## src/rtl/multicycle_control.sv

```systemverilog
// Multi-cycle RV32I control sequencer: steps the shared datapath through
// FETCH/DECODE/EXEC/MEM/WB with memory handshake, bus timeout and illegal-opcode halt.
module multicycle_control #(
  parameter int TIMEOUT_CYCLES = 255,
  parameter int TO_W           = 8
) (
  input  logic        i_clk,
  input  logic        i_rst,
  input  logic [6:0]  i_OPCode,
  input  logic        i_mem_ready,
  output logic        o_IorD,
  output logic        o_MemRead,
  output logic        o_MemWrite,
  output logic        o_IRWrite,
  output logic        o_PCWrite,
  output logic        o_PCWriteCond,
  output logic        o_MemToReg,
  output logic [2:0]  o_ALUOp,
  output logic        o_ALUSrc1,
  output logic        o_ALUSrc2,
  output logic        o_RegWrite,
  output logic [2:0]  o_state,
  output logic        o_illegal,
  output logic        o_bus_error,
  output logic [31:0] o_instret
);

  typedef enum logic [2:0] {
    S_FETCH  = 3'd0,
    S_DECODE = 3'd1,
    S_EXEC   = 3'd2,
    S_MEM    = 3'd3,
    S_WB     = 3'd4,
    S_HALT   = 3'd5
  } state_t;

  localparam logic [6:0] OP_R      = 7'b0110011;
  localparam logic [6:0] OP_I      = 7'b0010011;
  localparam logic [6:0] OP_LOAD   = 7'b0000011;
  localparam logic [6:0] OP_STORE  = 7'b0100011;
  localparam logic [6:0] OP_BRANCH = 7'b1100011;
  localparam logic [6:0] OP_LUI    = 7'b0110111;
  localparam logic [6:0] OP_AUIPC  = 7'b0010111;

  localparam int N_LEGAL = 7;
  localparam logic [N_LEGAL*7-1:0] LEGAL_OPS =
    {OP_R, OP_I, OP_LOAD, OP_STORE, OP_BRANCH, OP_LUI, OP_AUIPC};

  localparam logic [TO_W-1:0] TO_LIMIT = TO_W'(TIMEOUT_CYCLES);

  typedef struct packed {
    logic       iord;
    logic       mem_read;
    logic       mem_write;
    logic       pc_write_cond;
    logic       mem_to_reg;
    logic [2:0] alu_op;
    logic       alu_src1;
    logic       alu_src2;
    logic       reg_write;
  } ctrl_t;

  localparam ctrl_t CTRL_FETCH = '{mem_read: 1'b1, default: '0};

  state_t          state_reg, state_next;
  logic [6:0]      op_reg, op_next;
  logic [TO_W-1:0] to_cnt_reg;
  logic [31:0]     instret_reg;
  logic            illegal_reg;
  logic            bus_error_reg;
  ctrl_t           ctrl_reg, ctrl_next;

  logic [N_LEGAL-1:0] legal_hit;
  logic               opcode_legal;
  logic               mem_wait;
  logic               timed_out;
  logic               retire;

  generate
    for (genvar gi = 0; gi < N_LEGAL; gi++) begin : g_legal
      assign legal_hit[gi] = (i_OPCode == LEGAL_OPS[gi*7 +: 7]);
    end
  endgenerate

  assign opcode_legal = |legal_hit;
  assign mem_wait     = (state_reg == S_FETCH) || (state_reg == S_MEM);

  // Ready arriving in the limit cycle wins over the timeout.
  assign timed_out = (TIMEOUT_CYCLES != 0) && mem_wait && !i_mem_ready &&
                     (to_cnt_reg == TO_LIMIT);

  assign retire = ((state_reg == S_EXEC) && (op_reg == OP_BRANCH)) ||
                  ((state_reg == S_MEM) && (op_reg == OP_STORE) && i_mem_ready) ||
                  (state_reg == S_WB);

  always_comb begin
    state_next = state_reg;
    op_next    = op_reg;
    case (state_reg)
      S_FETCH: begin
        if (i_mem_ready)    state_next = S_DECODE;
        else if (timed_out) state_next = S_HALT;
      end
      S_DECODE: begin
        op_next    = i_OPCode;
        state_next = opcode_legal ? S_EXEC : S_HALT;
      end
      S_EXEC: begin
        case (op_reg)
          OP_BRANCH:         state_next = S_FETCH;
          OP_LOAD, OP_STORE: state_next = S_MEM;
          default:           state_next = S_WB;
        endcase
      end
      S_MEM: begin
        if (i_mem_ready)    state_next = (op_reg == OP_LOAD) ? S_WB : S_FETCH;
        else if (timed_out) state_next = S_HALT;
      end
      S_WB:    state_next = S_FETCH;
      default: state_next = S_HALT;
    endcase
  end

  // Control strobes are computed for the state being entered, so they come
  // straight from flops during that state.
  always_comb begin
    ctrl_next = '0;
    case (state_next)
      S_FETCH: ctrl_next.mem_read = 1'b1;
      S_EXEC: begin
        case (op_next)
          OP_R: ctrl_next.alu_op = 3'b010;
          OP_I: begin
            ctrl_next.alu_op   = 3'b011;
            ctrl_next.alu_src2 = 1'b1;
          end
          OP_LOAD, OP_STORE: begin
            ctrl_next.alu_op   = 3'b000;
            ctrl_next.alu_src2 = 1'b1;
          end
          OP_BRANCH: begin
            ctrl_next.alu_op        = 3'b001;
            ctrl_next.pc_write_cond = 1'b1;
          end
          OP_LUI: begin
            ctrl_next.alu_op   = 3'b100;
            ctrl_next.alu_src2 = 1'b1;
          end
          OP_AUIPC: begin
            ctrl_next.alu_op   = 3'b101;
            ctrl_next.alu_src1 = 1'b1;
            ctrl_next.alu_src2 = 1'b1;
          end
          default: ctrl_next.alu_op = 3'b000;
        endcase
      end
      S_MEM: begin
        ctrl_next.iord      = 1'b1;
        ctrl_next.alu_op    = 3'b000;
        ctrl_next.alu_src2  = 1'b1;
        ctrl_next.mem_read  = (op_next == OP_LOAD);
        ctrl_next.mem_write = (op_next == OP_STORE);
      end
      S_WB: begin
        ctrl_next.reg_write  = 1'b1;
        ctrl_next.mem_to_reg = (op_next == OP_LOAD);
      end
      default: ctrl_next = '0;
    endcase
  end

  always_ff @(posedge i_clk) begin
    if (i_rst) begin
      state_reg     <= S_FETCH;
      op_reg        <= '0;
      to_cnt_reg    <= '0;
      instret_reg   <= '0;
      illegal_reg   <= 1'b0;
      bus_error_reg <= 1'b0;
      ctrl_reg      <= CTRL_FETCH;
    end else begin
      state_reg <= state_next;
      op_reg    <= op_next;
      ctrl_reg  <= ctrl_next;
      if (state_next != state_reg)
        to_cnt_reg <= '0;
      else if (mem_wait && !i_mem_ready && (to_cnt_reg != '1))
        to_cnt_reg <= to_cnt_reg + 1'b1;
      if (retire)
        instret_reg <= instret_reg + 32'd1;
      if ((state_reg == S_DECODE) && !opcode_legal)
        illegal_reg <= 1'b1;
      if (timed_out)
        bus_error_reg <= 1'b1;
    end
  end

  // IR and PC must load in the very cycle the fetch data is valid.
  assign o_IRWrite     = (state_reg == S_FETCH) && i_mem_ready;
  assign o_PCWrite     = (state_reg == S_FETCH) && i_mem_ready;
  assign o_IorD        = ctrl_reg.iord;
  assign o_MemRead     = ctrl_reg.mem_read;
  assign o_MemWrite    = ctrl_reg.mem_write;
  assign o_PCWriteCond = ctrl_reg.pc_write_cond;
  assign o_MemToReg    = ctrl_reg.mem_to_reg;
  assign o_ALUOp       = ctrl_reg.alu_op;
  assign o_ALUSrc1     = ctrl_reg.alu_src1;
  assign o_ALUSrc2     = ctrl_reg.alu_src2;
  assign o_RegWrite    = ctrl_reg.reg_write;
  assign o_state       = state_reg;
  assign o_illegal     = illegal_reg;
  assign o_bus_error   = bus_error_reg;
  assign o_instret     = instret_reg;

endmodule

```

## config.mk

```make
export PLATFORM = sky130hd
export DESIGN_NAME = multicycle_control
export DESIGN_NICKNAME = d
export VERILOG_FILES = /design/src/rtl/multicycle_control.sv
export SDC_FILE = /design/constraint.sdc
export NUM_CORES = 1
export LEC_CHECK = 0
export CAP_MARGIN = 5
export CORE_MARGIN = 3
export CORE_UTILIZATION = 50
export CTS_CLUSTER_DIAMETER = 30
export DETAILED_ROUTE_END_ITERATION = 10
export PLACE_DENSITY = 0.86
export SETUP_SLACK_MARGIN = 0.02
export SLEW_MARGIN = 20
export SYNTH_ARGS = -nofsm -noshare
export SYNTH_HDL_FRONTEND = slang
export SYNTH_SLANG_ARGS = --single-unit
```

## constraint.sdc

```tcl
create_clock -name i_clk -period 3.7 [get_ports i_clk]
set_input_delay 0.74 -clock i_clk [delete_from_list [all_inputs] [get_ports i_clk]]
set_output_delay 0.74 -clock i_clk [all_outputs]
set_load 0.005 [all_outputs]
```

==> summary.txt <==
Outcome
  • Status: completed

Worst setup path
  • Max stage delay on crit path: 600 ps
  • Crit end category: output port
  • CP cell instances: clkdlybuf4s50_1 -> inv_1 -> nor2_1 -> clkdlybuf4s50_1
  • Critical path data required time: 2960 ps
  • CP delay by family, top: buffers and inverters
  • Worst Path Max Fanout: 6
  • Critical path depth: 4
  • Slowest cell on the critical path: clkdlybuf4s50_1
  • Crit path launch type: input port
  • FF-to-FF Start: o_state[0]$_SDFF_PP0_
  • RR Endpoint: to_cnt_reg[6]$_SDFFE_PP0P_
  • WP buf/inv: 3
  • Setup crit start: i_mem_ready
  • Crit-path most repeated cell: clkdlybuf4s50_1
  • Worst Path Arrival: 2200 ps
  • WS Path Type: input port to output port
  • CP Capture Point: o_IRWrite
  • Flop2flop setup slack: 1290 ps
  • FF-to-FF path depth: 5

Timing
  • Fmax: 0.340 GHz
  • Setup violations, final: 0
  • Hold Vio Cnt, Final: 0
  • Unrepaired setup endpoints after global routing: false
  • Slew headroom: 0.470
  • Setup TNS: 0 ps
  • Tmin final: 2940 ps
  • Worst hold margin: 465 ps
  • Fin. max-slew vios: 0
  • Final worst-path cycle share: 0.794
  • Setup Skew: 10.2 ps
  • Worst slew pin tran: 788 ps

Detailed routing
  • Drt pass-1 iters: 4
  • Via density: 5.80
  • Antenna Nets Post-Route: 0
  • Via count: 2871
  • Detailed Route WL: 7190 um
  • Initial drt markers: 169
  • WL/cell: 14.5 um
  • Final routed DRC violation total: 0

Floorplanning
  • Die ar.: 7150 um^2
  • Initial Util: 0.537
  • Row count: 27
  • Chip Height: 84.6 um
  • Num ports: 60
  • Die Wd: 84.6 um
  • Core box area: 5740 um^2

Pwr
  • Leakage: 1.31 nW
  • Power Density: 357 nW/um^2
  • Worst vdd ir: 0.000239 V

Final layout
  • Most common cell after layout, fill and taps aside: dfxtp_1
  • Reg area: 1260 um^2
  • Post-layout util: 0.676
  • Most frequent cells in the layout: 63 x dfxtp_1, 59 x clkdlybuf4s50_1, 40 x nor2_1, 22 x a21oi_1, 21 x nand2_1
  • Finished Layout Cells: 495
  • Final net count: 431
  • Area of the multi-input gates: 1690 um^2
  • Filler instances: 496
  • Share of layout cells above drive strength 1: 0.0780
  • Max reg flops: 32
  • Syn-to-layout area delta: 25.9%
  • Antenna fix cells: 0

Clock tree
  • CTS tree: built
  • # H-tree levels: 3
  • CTS clk-pin slew, worst paths: 70 ps
  • Post-CTS Setup Bufs: 0
  • CTS sink cnt: 63
  • Clk_lat worst skew: 340 ps
  • Clock root cell: clkbuf_8
  • CTS resizes: 0
  • Cts hold-fix bufs: 0
  • Cts bufs inserted: 9
  • Longest Clk Path Bufs: 2

Synth
  • Asr flop ratio synth: 0
  • Synth Flop Type: dfxtp_1
  • Number of flops mapped to enable cells by yosys: 0
  • Most area-hungry cell type in the Yosys netlist: dfxtp_1
  • Synthesized Nets: 374
  • Post-synth top area share: 0.409
  • Synthesized area: 3090 um^2
  • Synth Area per Inst: 8.53 um^2
  • Mapped Cells: 362
  • Sequential share of the synthesized area: 0.409
  • YS warnings: 0
  • Register bit total from synthesis: 63
  • Synth area leaders: dfxtp_1 41%, nor2_1 4.9%, a21oi_1 3.6%
  • Synth cell types: 57

GRT
  • Total gr overflow: 0
  • GRT Total Usage: 0.207
  • Vias in the first global route: 2715
  • Number of antenna violations at the first check in global routing: 0
  • Largest net degree at the start of global routing: 50
  • First-pass GRT wire length: 12300 um

Placement
  • Placed cell count: 480
  • Gpl congestion: 0.953
  • HPWL Detailed: 5150 um
  • IO Port Bufs: 59

Flow run
  • Max Cap Violations: 0

Worst hold path
  • Hold Path Class: flop to flop
cell type report:
cell class,instances,share of cell area
clock inverter,5,0.0129
multi-input combinational,267,0.434
clock buffer,10,0.0329
inverter,17,0.0164
timing repair buffer,61,0.156
tap,72,0.0232
sequential,63,0.325
metrics by stage:
stage | power [mW] | cell area, um^2 | setup slack [ps]
global route | 1.44 | 3880 | 686
detailed placement | 0.843 | 3710 | 706
finish | 1.39 | 3880 | 763
global placement | 0.839 | 3710 | 767
CTS | 1.39 | 3880 | 781
floorplan | 0.799 | 3090 | 1500
synthesized netlist by cell type, types with 4 or more instances:
library cell and count:
a211oi_1 4, nand2_1 21, o21a_1 6, nand2b_1 5, nand4_1 8, o21ai_0 18
clkbuf_1 9, xor2_1 12, o211ai_1 4, nor3_1 16, nand3_1 10, or2_2 4
nor2_1 40, mux2i_1 5, nor4_1 6, or3_1 15, and3_1 7, a21oi_1 22
xnor2_1 8, inv_1 17, dfxtp_1 63, o2111ai_1 5
worst min-delay path by stage:
stage | from | end | slack [ps] | cells after the start
floorplan | op_reg[3]$_SDFF_PP0_ | op_reg[3]$_SDFF_PP0_ | 440 | 2
global placement | op_reg[3]$_SDFF_PP0_ | op_reg[3]$_SDFF_PP0_ | 450 | 2
detailed placement | op_reg[3]$_SDFF_PP0_ | op_reg[3]$_SDFF_PP0_ | 460 | 2
CTS | op_reg[3]$_SDFF_PP0_ | op_reg[3]$_SDFF_PP0_ | 470 | 2
global route | op_reg[3]$_SDFF_PP0_ | op_reg[3]$_SDFF_PP0_ | 480 | 2
finish | op_reg[3]$_SDFF_PP0_ | op_reg[3]$_SDFF_PP0_ | 470 | 2
worst register-to-register path, delay by kind of cell (launching register included):
kind               cells  cell delay (ps)
DFF                    1              570
and+or+nand+nor        3             1110
AOI/OAI and AO/OA      2              600
metal layers:
metal	routed length, um	up-vias	GRT usage
li1	-	1437	-
met5	0	-	0
met1	3280	1334	0.268
met2	3340	89	0.330
met3	441	11	0.0559
met4	126	0	0.0806
kinds of logic after synthesis:
| family | count (synthesis) | share of synthesized area |
|---|---|---|
| compound gates | 88 | 0.201 |
| buf+inv | 32 | 0.0450 |
| flops | 63 | 0.409 |
| simple gates | 152 | 0.264 |
| fa+ha+maj | 2 | 0.00811 |
| xor+xnor | 20 | 0.0567 |
| mux | 5 | 0.0162 |
where the power goes:
part / switching (mW) / total [mW] / internal, mW / leakage (nW)
Sequential: 0.0131 / 0.703 / 0.690 / 0.509
Clock: 0.254 / 0.557 / 0.302 / 0.0957
Combinational: 0.0744 / 0.127 / 0.0524 / 0.701
Total: 0.342 / 1.39 / 1.04 / 1.31
Note: power is estimated with default switching activity, not from simulation.
